==> src/rtl/ndma_desc_fetch.sv <==
// rtl/ndma_desc_fetch.sv - ndma descriptor-chain fetcher: reads 4-word descriptors, programs the ndma config port, waits for tx_done.
// Optional build macro NDMA_DESC_ZERO_SKIP_EN: len==0 descriptors are skipped instead of aborting the chain.
module ndma_desc_fetch #(
    parameter logic [31:0] CfgBase   = 32'h0,
    parameter int          MaxChain  = 256,
    parameter int          TxCntBits = 8
) (
    input  logic        clk_i,
    input  logic        rst_ni,
    input  logic        start_i,
    input  logic [31:0] desc_ptr_i,
    output logic        mem_req_o,
    input  logic        mem_gnt_i,
    output logic [31:0] mem_addr_o,
    input  logic        mem_rvalid_i,
    input  logic [31:0] mem_rdata_i,
    output logic        cfg_req_o,
    output logic        cfg_we_o,
    input  logic        cfg_gnt_i,
    output logic [31:0] cfg_addr_o,
    output logic [31:0] cfg_wdata_o,
    input  logic        cfg_rvalid_i,
    input  logic        tx_done_i,
    output logic        busy_o,
    output logic        chain_done_irq_o,
    output logic        err_o,
    output logic [15:0] desc_count_o
);

    typedef enum logic [2:0] {IDLE, FETCH, FETCH_WAIT, CFG, CFG_WAIT, RUN, ERROR} state_e;

    localparam logic [31:0] LenMask = (TxCntBits >= 32) ? 32'hFFFF_FFFF
                                                        : ((32'd1 << TxCntBits) - 32'd1);

    state_e      state;
    logic [31:0] ptr;
    logic [1:0]  idx;
    logic [31:0] words [4];
    logic        tx_done_q;

    logic        tx_rise;
    logic        last_word;
    logic        len_zero;
    logic        complete;
    logic [31:0] next_ptr;
    logic [15:0] count_inc;
    logic [31:0] cfg_w [4];

    assign tx_rise   = tx_done_i & ~tx_done_q;
    assign last_word = (state == FETCH_WAIT) && mem_rvalid_i && (idx == 2'd3);
    assign len_zero  = (words[2] == 32'd0);
    assign count_inc = desc_count_o + 16'd1;
    // A skipped descriptor completes while its next word is still on the read bus.
    assign next_ptr  = (state == RUN) ? words[3] : mem_rdata_i;

`ifdef NDMA_DESC_ZERO_SKIP_EN
    assign complete = ((state == RUN) && tx_rise) || (last_word && len_zero);
`else
    assign complete = (state == RUN) && tx_rise;
`endif

    always_comb begin
        cfg_w[0] = words[0];
        cfg_w[1] = words[1];
        cfg_w[2] = words[2] & LenMask;
        cfg_w[3] = 32'h1;
    end

    always_ff @(posedge clk_i or negedge rst_ni) begin
        if (!rst_ni) begin
            state            <= IDLE;
            ptr              <= 32'd0;
            idx              <= 2'd0;
            tx_done_q        <= 1'b0;
            mem_req_o        <= 1'b0;
            mem_addr_o       <= 32'd0;
            cfg_req_o        <= 1'b0;
            cfg_we_o         <= 1'b0;
            cfg_addr_o       <= 32'd0;
            cfg_wdata_o      <= 32'd0;
            busy_o           <= 1'b0;
            chain_done_irq_o <= 1'b0;
            err_o            <= 1'b0;
            desc_count_o     <= 16'd0;
            for (int i = 0; i < 4; i++) words[i] <= 32'd0;
        end else begin
            tx_done_q        <= tx_done_i;
            cfg_we_o         <= 1'b1;
            chain_done_irq_o <= 1'b0;
            if (complete) begin
                desc_count_o <= count_inc;
                if (next_ptr == 32'd0) begin
                    chain_done_irq_o <= 1'b1;
                    busy_o           <= 1'b0;
                    state            <= IDLE;
                end else if (count_inc == 16'(MaxChain) || next_ptr[1:0] != 2'b00) begin
                    err_o  <= 1'b1;
                    busy_o <= 1'b0;
                    state  <= ERROR;
                end else begin
                    ptr        <= next_ptr;
                    idx        <= 2'd0;
                    mem_req_o  <= 1'b1;
                    mem_addr_o <= next_ptr;
                    state      <= FETCH;
                end
            end else begin
                case (state)
                    IDLE, ERROR: begin
                        if (start_i) begin
                            desc_count_o <= 16'd0;
                            idx          <= 2'd0;
                            ptr          <= desc_ptr_i;
                            if (desc_ptr_i[1:0] != 2'b00) begin
                                err_o  <= 1'b1;
                                busy_o <= 1'b0;
                                state  <= ERROR;
                            end else begin
                                err_o      <= 1'b0;
                                busy_o     <= 1'b1;
                                mem_req_o  <= 1'b1;
                                mem_addr_o <= desc_ptr_i;
                                state      <= FETCH;
                            end
                        end
                    end
                    FETCH: begin
                        if (mem_gnt_i) begin
                            mem_req_o <= 1'b0;
                            state     <= FETCH_WAIT;
                        end
                    end
                    FETCH_WAIT: begin
                        if (mem_rvalid_i) begin
                            words[idx] <= mem_rdata_i;
                            if (idx != 2'd3) begin
                                idx        <= idx + 2'd1;
                                mem_req_o  <= 1'b1;
                                mem_addr_o <= ptr + {28'd0, idx + 2'd1, 2'b00};
                                state      <= FETCH;
                            end else if (len_zero) begin
                                err_o  <= 1'b1;
                                busy_o <= 1'b0;
                                state  <= ERROR;
                            end else begin
                                idx         <= 2'd0;
                                cfg_req_o   <= 1'b1;
                                cfg_addr_o  <= CfgBase;
                                cfg_wdata_o <= cfg_w[0];
                                state       <= CFG;
                            end
                        end
                    end
                    CFG: begin
                        if (cfg_gnt_i) begin
                            cfg_req_o <= 1'b0;
                            state     <= CFG_WAIT;
                        end
                    end
                    CFG_WAIT: begin
                        if (cfg_rvalid_i) begin
                            if (idx == 2'd3) begin
                                state <= RUN;
                            end else begin
                                idx         <= idx + 2'd1;
                                cfg_req_o   <= 1'b1;
                                cfg_addr_o  <= CfgBase + {28'd0, idx + 2'd1, 2'b00};
                                cfg_wdata_o <= cfg_w[idx + 2'd1];
                                state       <= CFG;
                            end
                        end
                    end
                    RUN: begin
                    end
                    default: begin
                        busy_o <= 1'b0;
                        state  <= IDLE;
                    end
                endcase
            end
        end
    end

endmodule

==> config.mk <==
export PLATFORM = sky130hd
export DESIGN_NAME = ndma_desc_fetch
export DESIGN_NICKNAME = d
export VERILOG_FILES = /design/src/rtl/ndma_desc_fetch.sv
export SDC_FILE = /design/constraint.sdc
export NUM_CORES = 1
export LEC_CHECK = 0
export CAP_MARGIN = 40
export CORE_AREA = 2 2 171 173
export DETAILED_ROUTE_END_ITERATION = 8
export DIE_AREA = 0 0 173 175
export PLACE_DENSITY = 0.67
export SLEW_MARGIN = 0
export SYNTH_ARGS = -nofsm -noshare
export SYNTH_HDL_FRONTEND = slang
export SYNTH_SLANG_ARGS = --single-unit
==> constraint.sdc <==
create_clock -name clk_i -period 3.2 [get_ports clk_i]
set_input_delay 0.48 -clock clk_i [delete_from_list [all_inputs] [get_ports clk_i]]
set_output_delay 0.48 -clock clk_i [all_outputs]
set_load 0.01 [all_outputs]
# Word level (Yosys, flattened, before mapping)
# Index checks and enable logic that the tools add are counted.
[totals] latchBits=0 regBits=284 ramBits=0 romBits=0 wordCells=181 memories=0 inputBits=72
[op_classes] reduce_logical=28 order_cmp=3 n_bitwise=5 mul=0 n_addsub=3 n_div=0 shifts=0 mux=92 eq_ne=32
[op_table] cell="$mux W32" count=24
[op_table] cell="$pmux W32 S2" count=3
[op_table] cell="$bwmux W128" count=1
[op_table] cell="$bmux W32 S2" count=1
[op_table] cell="$demux W32 S2" count=1
[op_table] cell="$logic_not A32 Y1" count=2
[op_table] cell="$mux W16" count=3
[op_table] cell="$mux W3" count=12
[op_table] cell="$add A32 B4 Y32" count=1
[op_table] cell="$mux W1" count=32
[op_table] cell="$ne A3 B3 Y1 const B" count=9
[op_table] cell="$reduce_and A8 Y1" count=3
[op_table] cell="$reduce_and A7 Y1" count=3
[op_table] cell="$ne A2 B2 Y1 const B" count=10
[op_table] cell="$mux W2" count=9
[op_table] cell="$pmux W3 S6" count=1
[op_table] cell="$add A16 B1 Y16 const B" count=1
[op_table] cell="$eq A16 B9 Y1 const B" count=1
[op_table] cell="$reduce_and A6 Y1" count=2
[op_table] cell="$reduce_bool A2 Y1" count=5
[op_table] cell="$eq A3 B3 Y1 const B" count=3
[op_table] cell="$pmux W1 S3" count=3
[op_table] cell="$reduce_bool A4 Y1" count=2
[op_table] cell="$eq A3 B2 Y1 const B" count=2
[op_table] cell="other kinds (23)" count=29

# Logic depth before layout (Yosys ltp)
[logic_depth] depth_word=8 mapped_depth=11 depth_no_buf=10

# Worst setup path before layout
# No wires, ideal clock.
[synth_timing] path_kind="register to register" start="reg idx[0]" end="reg mem_addr_o[27]" required_ns=3.073 path_stages_with_launch=12 period_less_slack_ns=3.371 t_arrival_ns=3.244 setup_time_ns=0.127 slack_ns=-0.171 path_buffers=1 cell_sequence="dfrtp_1 clkbuf_1 inv_1 ha_1 ha_1 a21o_1 or4b_2 nor4_1 nand4_1 xor2_1 o21ai_0 mux2_1"
[synth_via] elab_chain_len=6 word_cells_on_any_way=9 cone_classes="add/sub: 2; eq/ne: 2; mux: 4; reduce/logical: 1"
[synth_rtl] item="start, declared" line_no="37" text="logic [1:0] idx;"
[synth_rtl] item="start signal, assigned" line_no="137" text="idx <= idx + 2'd1;"
[synth_rtl] item="start signal, assigned" line_no="165" text="idx <= idx + 2'd1;"
[synth_rtl] item="$add A2 B1 Y2" line_no="139" text="mem_addr_o <= ptr + {28'd0, idx + 2'd1, 2'b00};"
[synth_rtl] item="$add A32 B4 Y32" line_no="139"
[synth_rtl] item="$mux W32" line_no="136" text="if (idx != 2'd3) begin"
[synth_rtl] item="$mux W32" line_no="134" text="if (mem_rvalid_i) begin"
[synth_rtl] item="$pmux W32 S2" line_no="108" text="case (state)"
[synth_rtl] item="$mux W32" line_no="90" text="if (complete) begin"
[synth_rtl] item="end signal, assigned" line_no="104" text="mem_addr_o <= next_ptr;"
[synth_rtl] item="end signal, assigned" line_no="122" text="mem_addr_o <= desc_ptr_i;"
[synth_rtl] item="end signal, assigned" line_no="139"
[synth_rtl] item="end, declared" line_no="14" text="output logic [31:0] mem_addr_o,"
# Parallel ways exist; a longest one is shown, timed or not. The select of a mux whose other input is x is not followed.
# A chain may end at the register's enable or synchronous reset.

# Worst setup path after layout
[layout_timing] start="reg idx[1]" end="reg mem_addr_o[27]"
# The elaborated chain is that of the path after synthesis.

==> results.sh <==
export IMPL_outcome="finished clean"
export IMPL_rows=62
export IMPL_ir_drop_mv=0.441
export IMPL_power_internal_mw=9.56
export IMPL_crit_type="reg -> reg"
export IMPL_cp_arrival_ns=3.49
export IMPL_hold_depth=1
export IMPL_drv_slew=0
export IMPL_final_nets=1412
export IMPL_antenna_found_initial=2
export IMPL_die_w_um=173
export IMPL_cts_tree="done"
export IMPL_busiest_layer="met2"
export IMPL_pwr_share_clk_pct=22.9
export IMPL_switching_power_mw=4.96
export IMPL_area_delta_synth_final_pct=26.4
export IMPL_die_area_um2=30300
export IMPL_gp_congestion=0.888
export IMPL_tightest_slew_ns=0.705
export IMPL_dpl_hpwl_um=24500
export IMPL_total_power_mw=14.5
export IMPL_r2r_end="mem_addr_o[27]"
export IMPL_fin_skew_ns=0.0247
export IMPL_ant_nets=0
export IMPL_min_period_ns=3.07
export IMPL_worstHoldStart="tx_done_i"
export IMPL_fin_area_um2=15900
export IMPL_ys_types=69
export IMPL_drt_total_wl_um=34400
export IMPL_die_h_um=175
export IMPL_start_util_pct=44.4
export IMPL_num_vias=9824
export IMPL_h_tree_depth=1
export IMPL_rsz0062_at_grt="no"
export IMPL_grt_pass1_vias=9590
export IMPL_track_usage_pct=22.6
export IMPL_hold_violations=0
export IMPL_power_frac_seq_pct=38.1
export IMPL_cp_end_kind="flip-flop"
export IMPL_worstHoldEndpoint="tx_done_q"
export IMPL_grt_met2_usage_pct=35.9
export IMPL_fill_cells=2417
export IMPL_crit_path_max_fanout=4
export IMPL_reg2reg_depth=10
export IMPL_route_detailed_drc=0
export IMPL_syn_avg_cell_area_um2=11.2
export IMPL_setup_tns_ns=0
export IMPL_ys_warn_count=0
export IMPL_synth_area_um2=12600
export IMPL_cts_root_buf="clkbuf_16"
export IMPL_numClockSinks=254
export IMPL_placed_area_um2=15000
export IMPL_clkTransAtPathRegs_ns=0.06
export IMPL_port_buffers=159
export IMPL_r2r_slack_ns=0.13
export IMPL_r2r_start="idx[1]"
export IMPL_combPwrFrac_pct=39.0
export IMPL_grt_pass1_wl_um=54700
export IMPL_async_flop_share_pct=100
export IMPL_clk_path_buf_depth=3
export IMPL_grt_max_degree=73
export IMPL_io_pins=190
export IMPL_cp_required_ns=3.63
export IMPL_fmax_mhz=326
export IMPL_overflow=0
export IMPL_synth_cells=1131
export IMPL_synth_edff_count=0
export IMPL_max_cap_violations=0
export IMPL_cts_buffers=28
export IMPL_final_util_pct=56.1
export IMPL_clk_insertion_delay_late_ns=0.55
export IMPL_p_sw_share_pct=34.2
export IMPL_synth_ff_type="dfrtp_1"
export IMPL_dr_pass1_iters=5
export IMPL_min_path_type="in -> reg"
export IMPL_power_density_nw_per_um2=911
export IMPL_leakage_nw=7.00
export IMPL_routedWlPerCell_um=19.8
export IMPL_drive_gt1_share_pct=20.7
export IMPL_grtUsageMet1_pct=32.1
export IMPL_yosysSeqAreaShare_pct=50.4
export IMPL_start_kind="flip-flop"
export IMPL_finalCritPeriodShare_pct=95.8
export IMPL_viasPerCell=5.66
export IMPL_first_iter_violations=898
export IMPL_synth_seq_cells=254
export IMPL_grt_util_met3_pct=4.22
export IMPL_max_slew_margin_pct=52.9
export IMPL_core_area_um2=28400
export IMPL_finalSetupViolations=0
[timing repair]
item / 4_1_cts / 5_1_grt
endpoints found under the setup margin: 0 / 18
hold buffers: 1 / 0
buffers inserted: 0 / 1
resized for setup: 0 / 2
endpoints found under the hold margin: 66 / 0
[worst max path at each step]
stage                    start              to  slack, ns
2_1_floorplan           idx[0]  mem_addr_o[27]       0.07
3_3_place_gp   mem_rdata_i[24]  mem_addr_o[11]      -0.07
3_5_place_dp   mem_rdata_i[20]  mem_addr_o[11]      -0.02
4_1_cts                 idx[1]  mem_addr_o[27]       0.05
5_1_grt                 idx[1]  mem_addr_o[27]       0.02
6_report                idx[1]  mem_addr_o[27]       0.13
[logic make-up (layout without fill, tap and decap cells)]
logic type      Yosys count  in the layout  share of synthesized area [%]
compound gates          242            242                           13.2
xor+xnor                 31             31                           2.15
fa+ha+maj                 9              9                          0.952
buf+inv                 120            311                           4.76
flops                   254            254                           50.4
mux                     200            200                           17.6
other cells               2             32                         0.0595
simple gates            273            273                           10.8
[synth_stat cells (4+ instances only)]
cell type | count | area [µm²]
and4_1 | 4 | 35.0
ha_1 | 8 | 100
a22oi_1 | 21 | 158
and2_1 | 6 | 37.5
clkbuf_1 | 55 | 206
dfrtp_1 | 254 | 6360
o32a_1 | 20 | 200
buf_4 | 31 | 233
o21ai_0 | 68 | 340
nor3_1 | 8 | 40.0
nand2b_1 | 5 | 31.3
a222oi_1 | 6 | 60.1
and3_1 | 14 | 87.6
o21a_1 | 20 | 150
nor4_1 | 27 | 169
xor2_1 | 21 | 184
xnor2_1 | 10 | 87.6
o22ai_1 | 4 | 25.0
buf_1 | 5 | 18.8
a21oi_1 | 35 | 175
inv_1 | 20 | 75.1
nand4_1 | 21 | 131
buf_2 | 6 | 30.0
nor2_1 | 43 | 161
nand2_1 | 98 | 368
o22a_1 | 10 | 87.6
o221ai_1 | 5 | 43.8
nand3_1 | 27 | 135
mux2_1 | 27 | 304
mux2i_1 | 32 | 320
mux2_2 | 140 | 1580
o31ai_1 | 27 | 203
[state kept, by name (all words and copies together) (netlist names), 2 cells and up]
name	flops
cfg_addr_o	2
cfg_wdata_o	32
idx	2
ptr	32
words	56
cfg_w	72
desc_count_o	16
mem_addr_o	32
state	3
[power groups by stage]
stage	Sequential (mW)	Clock [mW]	Combinational (mW)
floorplan	5.45	0	3.44
finish	5.53	3.32	5.67
global route	5.69	3.54	6.17
global placement	5.52	0	5.55
CTS	5.52	3.38	5.70
detailed placement	5.57	0	5.67
[worst max-delay path, cell delays in order (launching register included)]
cell and delay [ns]:
dfrtp_1 0.38, inv_1 0.09, ha_1 0.31, ha_1 0.29
a21o_1 0.13, or4b_2 0.68, nor4_4 0.37, nand4_1 0.15
xor2_1 0.14, o21ai_0 0.10, mux2_1 0.30
[through the flow]
stage	setup WS [ns]	std cells	hold slack, ns
6_report	0.135	1736	0.465
5_1_grt	0.0203	1735	0.449
4_1_cts	0.0471	1734	0.441
3_5_place_dp	-0.0201	1683	0.456
3_3_place_gp	-0.0690	1683	0.459
2_1_floorplan	0.0672	1160	0.184
[cell type report]
class	count	area [µm²]	share of cell area (%)
diodes	1	2.50	0.0157
clock buffers	41	801	5.02
clock inverters	9	145	0.911
inverters	20	75.1	0.471
multi-input cells	786	5800	36.4
flip-flops and latches	254	6360	39.9
well taps	384	480	3.01
repair buffers	241	2280	14.3
[layout by cell type, fill, tap and decap left out, types with 29 or more instances in the layout]
cell type | Yosys | layout
buf_4 | 31 | 76
nor2_1 | 43 | 41
nand2_1 | 98 | 98
mux2_2 | 140 | 140
a21oi_1 | 35 | 35
dfrtp_1 | 254 | 254
o21ai_0 | 68 | 68
clkbuf_16 | 0 | 29
clkdlybuf4s50_1 | 0 | 158
mux2i_1 | 32 | 32
conb_1 | 2 | 31
[metal layers]
metal  wire, µm  share of wire [%]  vias up
met5         12              0.035        -
met4        707                2.1        2
met3       2290                6.6       50
met2      15900                 46      349
met1      15500                 45     4921
li1           -                  -     4502
No activity file was read; power rests on OpenSTA's default activity.
